===== src/rtl/filt_sel_ctrl.sv =====
// Filter-select controller: arbitrates two requesters, then fades, switches and settles the LPF bank.
// Define FILT_SEL_CTRL_FADE_EN to enable the gain fade-out/fade-in around the switch.
module filt_sel_ctrl #(
  parameter int unsigned GAIN_STEP      = 8,
  parameter int unsigned SETTLE_SAMPLES = 16
) (
  input  logic       clk,
  input  logic       reset,
  input  logic       sample_en,
  input  logic [1:0] req,
  input  logic [2:0] sel0,
  input  logic [2:0] sel1,
  output logic [1:0] ack,
  output logic [2:0] filt_sel,
  output logic [7:0] gain,
  output logic       busy
);

  typedef enum logic [2:0] {StIdle, StFadeOut, StSwitch, StSettle, StFadeIn} state_e;

  localparam logic [7:0] Unity      = 8'd128;
  localparam logic [7:0] Step       = 8'(GAIN_STEP);
  localparam logic [7:0] SettleLast = 8'(SETTLE_SAMPLES - 1);

`ifdef FILT_SEL_CTRL_FADE_EN
  localparam state_e AfterGrant  = StFadeOut;
  localparam state_e AfterSettle = StFadeIn;
`else
  // Fade states become unreachable, so gain never leaves unity.
  localparam state_e AfterGrant  = StSwitch;
  localparam state_e AfterSettle = StIdle;
`endif

  state_e     state;
  logic [2:0] pending;
  logic [7:0] settle_cnt;
  logic       prio;        // requester favoured when both ask at once
  logic       win;
  logic       win_valid;
  logic [2:0] win_sel;

  always_comb begin
    win_valid = |req;
    win       = 1'b0;
    case (req)
      2'b10:   win = 1'b1;
      2'b11:   win = prio;
      default: win = 1'b0;
    endcase
  end

  assign win_sel = win ? sel1 : sel0;

  always_ff @(posedge clk or posedge reset) begin
    if (reset) begin
      state      <= StIdle;
      filt_sel   <= 3'd0;
      gain       <= Unity;
      busy       <= 1'b0;
      ack        <= 2'b00;
      pending    <= 3'd0;
      prio       <= 1'b0;
      settle_cnt <= 8'd0;
    end else begin
      ack <= 2'b00;
      case (state)
        StIdle: begin
          // Skip the clk the ack is visible so a still-held req is not granted twice.
          if (win_valid && (ack == 2'b00)) begin
            ack     <= win ? 2'b10 : 2'b01;
            prio    <= ~win;
            pending <= win_sel;
            if (win_sel != filt_sel) begin
              state <= AfterGrant;
              busy  <= 1'b1;
            end
          end
        end
        StFadeOut: begin
          if (sample_en) begin
            if (gain <= Step) begin
              gain  <= 8'd0;
              state <= StSwitch;
            end else begin
              gain <= gain - Step;
            end
          end
        end
        StSwitch: begin
          if (sample_en) begin
            filt_sel   <= pending;
            settle_cnt <= 8'd0;
            state      <= StSettle;
          end
        end
        StSettle: begin
          if (sample_en) begin
            if (settle_cnt == SettleLast) begin
              state <= AfterSettle;
              busy  <= (AfterSettle != StIdle);
            end else begin
              settle_cnt <= settle_cnt + 8'd1;
            end
          end
        end
        StFadeIn: begin
          if (sample_en) begin
            if (gain >= (Unity - Step)) begin
              gain  <= Unity;
              state <= StIdle;
              busy  <= 1'b0;
            end else begin
              gain <= gain + Step;
            end
          end
        end
        default: begin
          state <= StIdle;
          busy  <= 1'b0;
        end
      endcase
    end
  end

endmodule


===== config.mk =====
export PLATFORM = sky130hd
export DESIGN_NAME = filt_sel_ctrl
export DESIGN_NICKNAME = d
export VERILOG_FILES = /design/src/rtl/filt_sel_ctrl.sv
export SDC_FILE = /design/constraint.sdc
export NUM_CORES = 1
export LEC_CHECK = 0
export CORE_MARGIN = 4
export CORE_UTILIZATION = 35
export CTS_CLUSTER_SIZE = 12
export DETAILED_ROUTE_END_ITERATION = 8
export PLACE_DENSITY = 0.57
export SYNTH_ARGS = -nofsm -noshare
export SYNTH_HDL_FRONTEND = slang
export SYNTH_SLANG_ARGS = --single-unit

===== constraint.sdc =====
create_clock -name clk -period 4.2 [get_ports clk]
set_clock_uncertainty 0.2 [all_clocks]
set_input_delay 0.84 -clock clk [delete_from_list [all_inputs] [get_ports clk]]
set_output_delay 0.84 -clock clk [all_outputs]
set_load 0.02 [all_outputs]

# --- After elaboration in Yosys (flattened, before gate mapping) ---
# Cells that the tools add are included.
word_totals:
  output_inout_bits: 14
  in_bits: 11
  ff_bits: 29
classes:
  eq_ne: 18
  n_mux: 31
  n_bitwise: 2
  reduce_logical: 13
  n_addsub: 3
  n_lt_le_gt_ge: 2
ops:
  columns: ["op", "count"]
  rows:
  - ["$mux 8", 7]
  - ["$pmux 8 s2", 2]
  - ["$mux 3", 10]
  - ["$ne 2x2->1 const B", 10]
  - ["$pmux 3 s5", 1]
  - ["$reduce_and 9->1", 1]
  - ["$add 8x1->8 const B", 1]
  - ["$add 8x4->8 const B", 1]
  - ["$eq 8x4->1 const B", 1]
  - ["$ge 8x7->1 const B", 1]
  - ["$le 8x4->1 const B", 1]
  - ["$sub 8x4->8 const B", 1]
  - ["$reduce_and 7->1", 1]
  - ["$eq 3x2->1 const B", 2]
  - ["$mux 1", 6]
  - ["$mux 2", 3]
  - ["$eq 2x2->1 const B", 2]
  - ["$pmux 1 s4", 1]
  - ["$reduce_and 2->1", 2]
  - ["$reduce_and 4->1", 1]
  - ["$reduce_bool 2->1", 2]
  - ["$reduce_or 2->1", 2]
  - ["$eq 3x1->1 const B", 1]
  - ["$eq 3x3->1 const B", 1]
  - ["other kinds (7)", 8]

# --- Logic depth before layout (Yosys ltp) ---
logic_depth:
  ltp_word: 7
  depth_mapped: 7
  depth_no_buf: 7

# --- Worst setup path before layout ---
# No wires, ideal clock.
synth_timing:
  kind: "in2reg"
  startpoint: "input port req[1]"
  endpoint: "register state[0]"
  arrival_time_ns: 2.051
  required_time_ns: 3.880
  setup_ns: 0.120
  n_path_buf: 1
  setup_slack_ns: 1.830
  cell_stages: 6
  cell_sequence: "buf_4 -> inv_1 -> o22ai_1 -> nand3_1 -> or4b_1 -> a31o_1"
synth_via:
  elab_chain_cells: 6
  word_cells_on_any_way: 10
  cone_classes: "5 x eq/ne; 2 x mux; 3 x reduce/logical"
synth_rtl:
  columns: ["item", "line", "source"]
  rows:
  - ["from (decl)", "10", "input logic [1:0] req,"]
  - ["$eq 2x2->1", "45", "case (req)"]
  - ["$pmux 1 s2", "45", null]
  - ["$mux 3", "52", "assign win_sel = win ? sel1 : sel0;"]
  - ["$ne 3x3->1", "73", "if (win_sel != filt_sel) begin"]
  - ["$ne 2x2->1 (no line)", null, null]
  - ["$reduce_and 9->1 (no line) (*)", null, null]
  - ["to (signal assigned)", "56", "state <= StIdle;"]
  - ["to (signal assigned)", "74", "state <= AfterGrant;"]
  - ["to (signal assigned)", "83", "state <= StSwitch;"]
  - ["to (decl)", "34", "state_e state;"]
# Mark *: on every way between the ends. The rest lies on a longest branch, timed or not.
# A chain may end at the register's enable or synchronous reset.

# --- Worst setup path in the final report ---
# Same ends and word-level chain as after synthesis.

==> results.yml <==
status:
  status: "complete, no violations"
timing:
  finalHoldViolations: 0
  timing.fmax_mhz: 354.9
  setup_viol: 0
  drv_slew: 0
  slew_headroom_pct: 35.09
  tightest_slew_ns: 0.9725
  post-route-period-util_pct: 67.08
  final.setup.tns_ns: 0
  rsz0062_at_grt: "no"
  finalWorstSetupSlack_ns: 1.382
  period_minus_slack_ns: 2.818
cells_and_area:
  syn2layout_area_growth_pct: 19.92
  final_layout_size_suffix_gt1_share_pct: 8.000
  final_common_cell: "dfrtp_1"
  layout_common_cells: "dfrtp_1, clkdlybuf4s50_1, nand2_1"
  fill_cells: 382
  antenna_cells: 0
  layout.nets: 195
floorplanning:
  rows: 23
  core_um2: 4058
  dieArea_um2: 5362
  die_w_um: 73.23
  die_h_um: 73.23
  start_util_pct: 36.69
  io_pins: 25
synth:
  syn_area_um2: 1489
  postSynthRegisterBits: 25
  synth_cells: 152
  yosysWarnings: 0
  synthDistinctLibCells: 38
  synth-async-reset-ratio_pct: 100.0
  synth_area_leader_cell: "dfrtp_1"
  yosys-top-cells-area: "dfrtp_1, ha_1, nor2b_1"
  seq_area_frac_synth_pct: 42.10
  syn_area_per_cell_um2: 9.796
  synth_edf_count: 0
  synth_top_area_share_pct: 40.34
  synth_top_flop_cell: "dfrtp_1"
clocking:
  cts-hold-fix-buffers: 0
  clockBufferDepth: 2
  cts_made_buffers: 3
  cts.clk_slew.worst_paths_ns: 0.09
  h-tree-depth: 1
  clock_latency_ns: 0.27
  cts_tree: "done"
  cts.sink_count: 25
  cts.repair.resized: 0
  cts-root-buf: "clkbuf_8"
  cts_setup_buffers: 0
drt:
  drt-initial-drc-count: 49
  avgViaCountPerCell: 5.356
  drt-total-wl_mm: 3.128
  route.detailed.drc: 0
  wl_per_cell_um: 13.90
  ant_nets: 0
  drtPass1Iterations: 4
  vias: 1205
global_route:
  grt_start_max_net_pins: 26
  antenna_found_initial: 0
  grt_pass1_wl_mm: 5.168
  overflow: 0
  grt_pass1_vias: 1157
  track_usage_pct: 12.42
setup_path:
  endpoint_kind: "flip-flop"
  cp-start-kind: "primary input"
  timing_worst_setup_path_type: "primary input to flip-flop"
  path_max_fanout: 9
  required_ns: 4.17
  crit_arrival_ns: 2.79
job:
  drv_cap: 0
placement:
  post-place-ws_ns: 1.125
  numPortBuffers: 21
  globalplace.congestion: 0.8972
  hpwl_mm: 2.329
power_and_ir_drop:
  p_leak_nw: 0.7942
  power_density_nw_per_um2: 590.1
  peakVddDrop_mv: 0.2478
min_path:
  hold_class: "flip-flop to flip-flop"
[cell type report]
type / count / area [um2] / area share [%]
Clock buffer: 3 / 41.29 / 2.313
Sequential cell: 25 / 626.9 / 35.11
Multi-Input combinational cell: 116 / 805.8 / 45.13
Timing Repair Buffer: 21 / 210.2 / 11.77
Inverter: 9 / 33.78 / 1.892
Clock inverter: 1 / 5.005 / 0.2803
Tap cell: 50 / 62.56 / 3.504
[sequential cells by signal, indices dropped and copies added (netlist names)]
name	flops
pending	3
ack	2
filt_sel	3
settle_cnt	8
busy	1
gain	5
state	2
prio	1
[per-layer routing]
metal  global-route usage (%)  up-vias  part of all wire [%]
li1                         -      590                     -
met1                    15.49      585                    47
met2                    20.36       26                    48
met3                    3.581        4                   3.8
met4                    4.303        0                   1.0
met5                        0        -                     0
[Yosys cell counts, types with 2 or more instances]
master / n
xor2_1: 5
mux2i_1: 4
ha_1: 8
nand3_1: 7
nand4b_1: 4
nand4_1: 4
and3_2: 2
mux2_2: 3
inv_1: 9
a21o_1: 3
buf_4: 4
nor3_1: 6
nor2b_1: 9
o21ai_0: 7
a31oi_1: 2
nor2_1: 10
nand2_1: 14
a21oi_1: 3
dfrtp_1: 24
o22ai_1: 4
o31ai_1: 2
o32ai_1: 2
[kinds of logic after synthesis]
group	Yosys count	share of synthesized area (%)
muxes	7	4.958
buffers and inverters	13	4.286
adders and majority gates	8	6.723
xor gates and xnor gates	5	2.941
DFF	25	42.10
other	1	0.2519
AOI/OAI and AO/OA	31	15.71
and+or+nand+nor	62	23.03
[stage by stage]
stage | utilization, % | cells | power (mW) | hold WS, ns | cell area, um2
2_1_floorplan | - | 154 | 0.7388 | 0.2460 | 1496
3_3_place_gp | 42.86 | 221 | 0.8984 | 0.2667 | 1739
3_5_place_dp | 42.86 | 221 | 0.9096 | 0.2729 | 1739
4_1_cts | 44.00 | 225 | 1.064 | 0.2945 | 1785
5_1_grt | 44.00 | 225 | 1.135 | 0.3137 | 1785
6_report | 44.00 | 225 | 1.054 | 0.2984 | 1785
[where the power goes]
group	switching, mW	internal, mW
clock	0.0823	0.0665
sequential	0.0843	0.322
combinational	0.269	0.229
[worst max-delay path, cell delays in order]
cell	delay, ns
clkdlybuf4s50_1	0.64
inv_1	0.13
o22ai_1	0.20
nand3_1	0.15
or4b_1	0.58
a31o_1	0.24
[final timing paths]
check                               from    endpoint  slack (ns)  depth (start not counted)
max in group asynchronous          reset  pending[1]        2.33                          2
min reg2reg                   pending[0]  pending[0]        0.30                          2
min                           pending[0]  pending[0]        0.30                          2
max reg2reg                settle_cnt[4]    state[0]        2.11                          5
max                               req[1]    state[0]        1.38                          6
min in group asynchronous          reset     gain[6]        0.89                          2
Note: power is estimated with default switching activity, not from simulation.
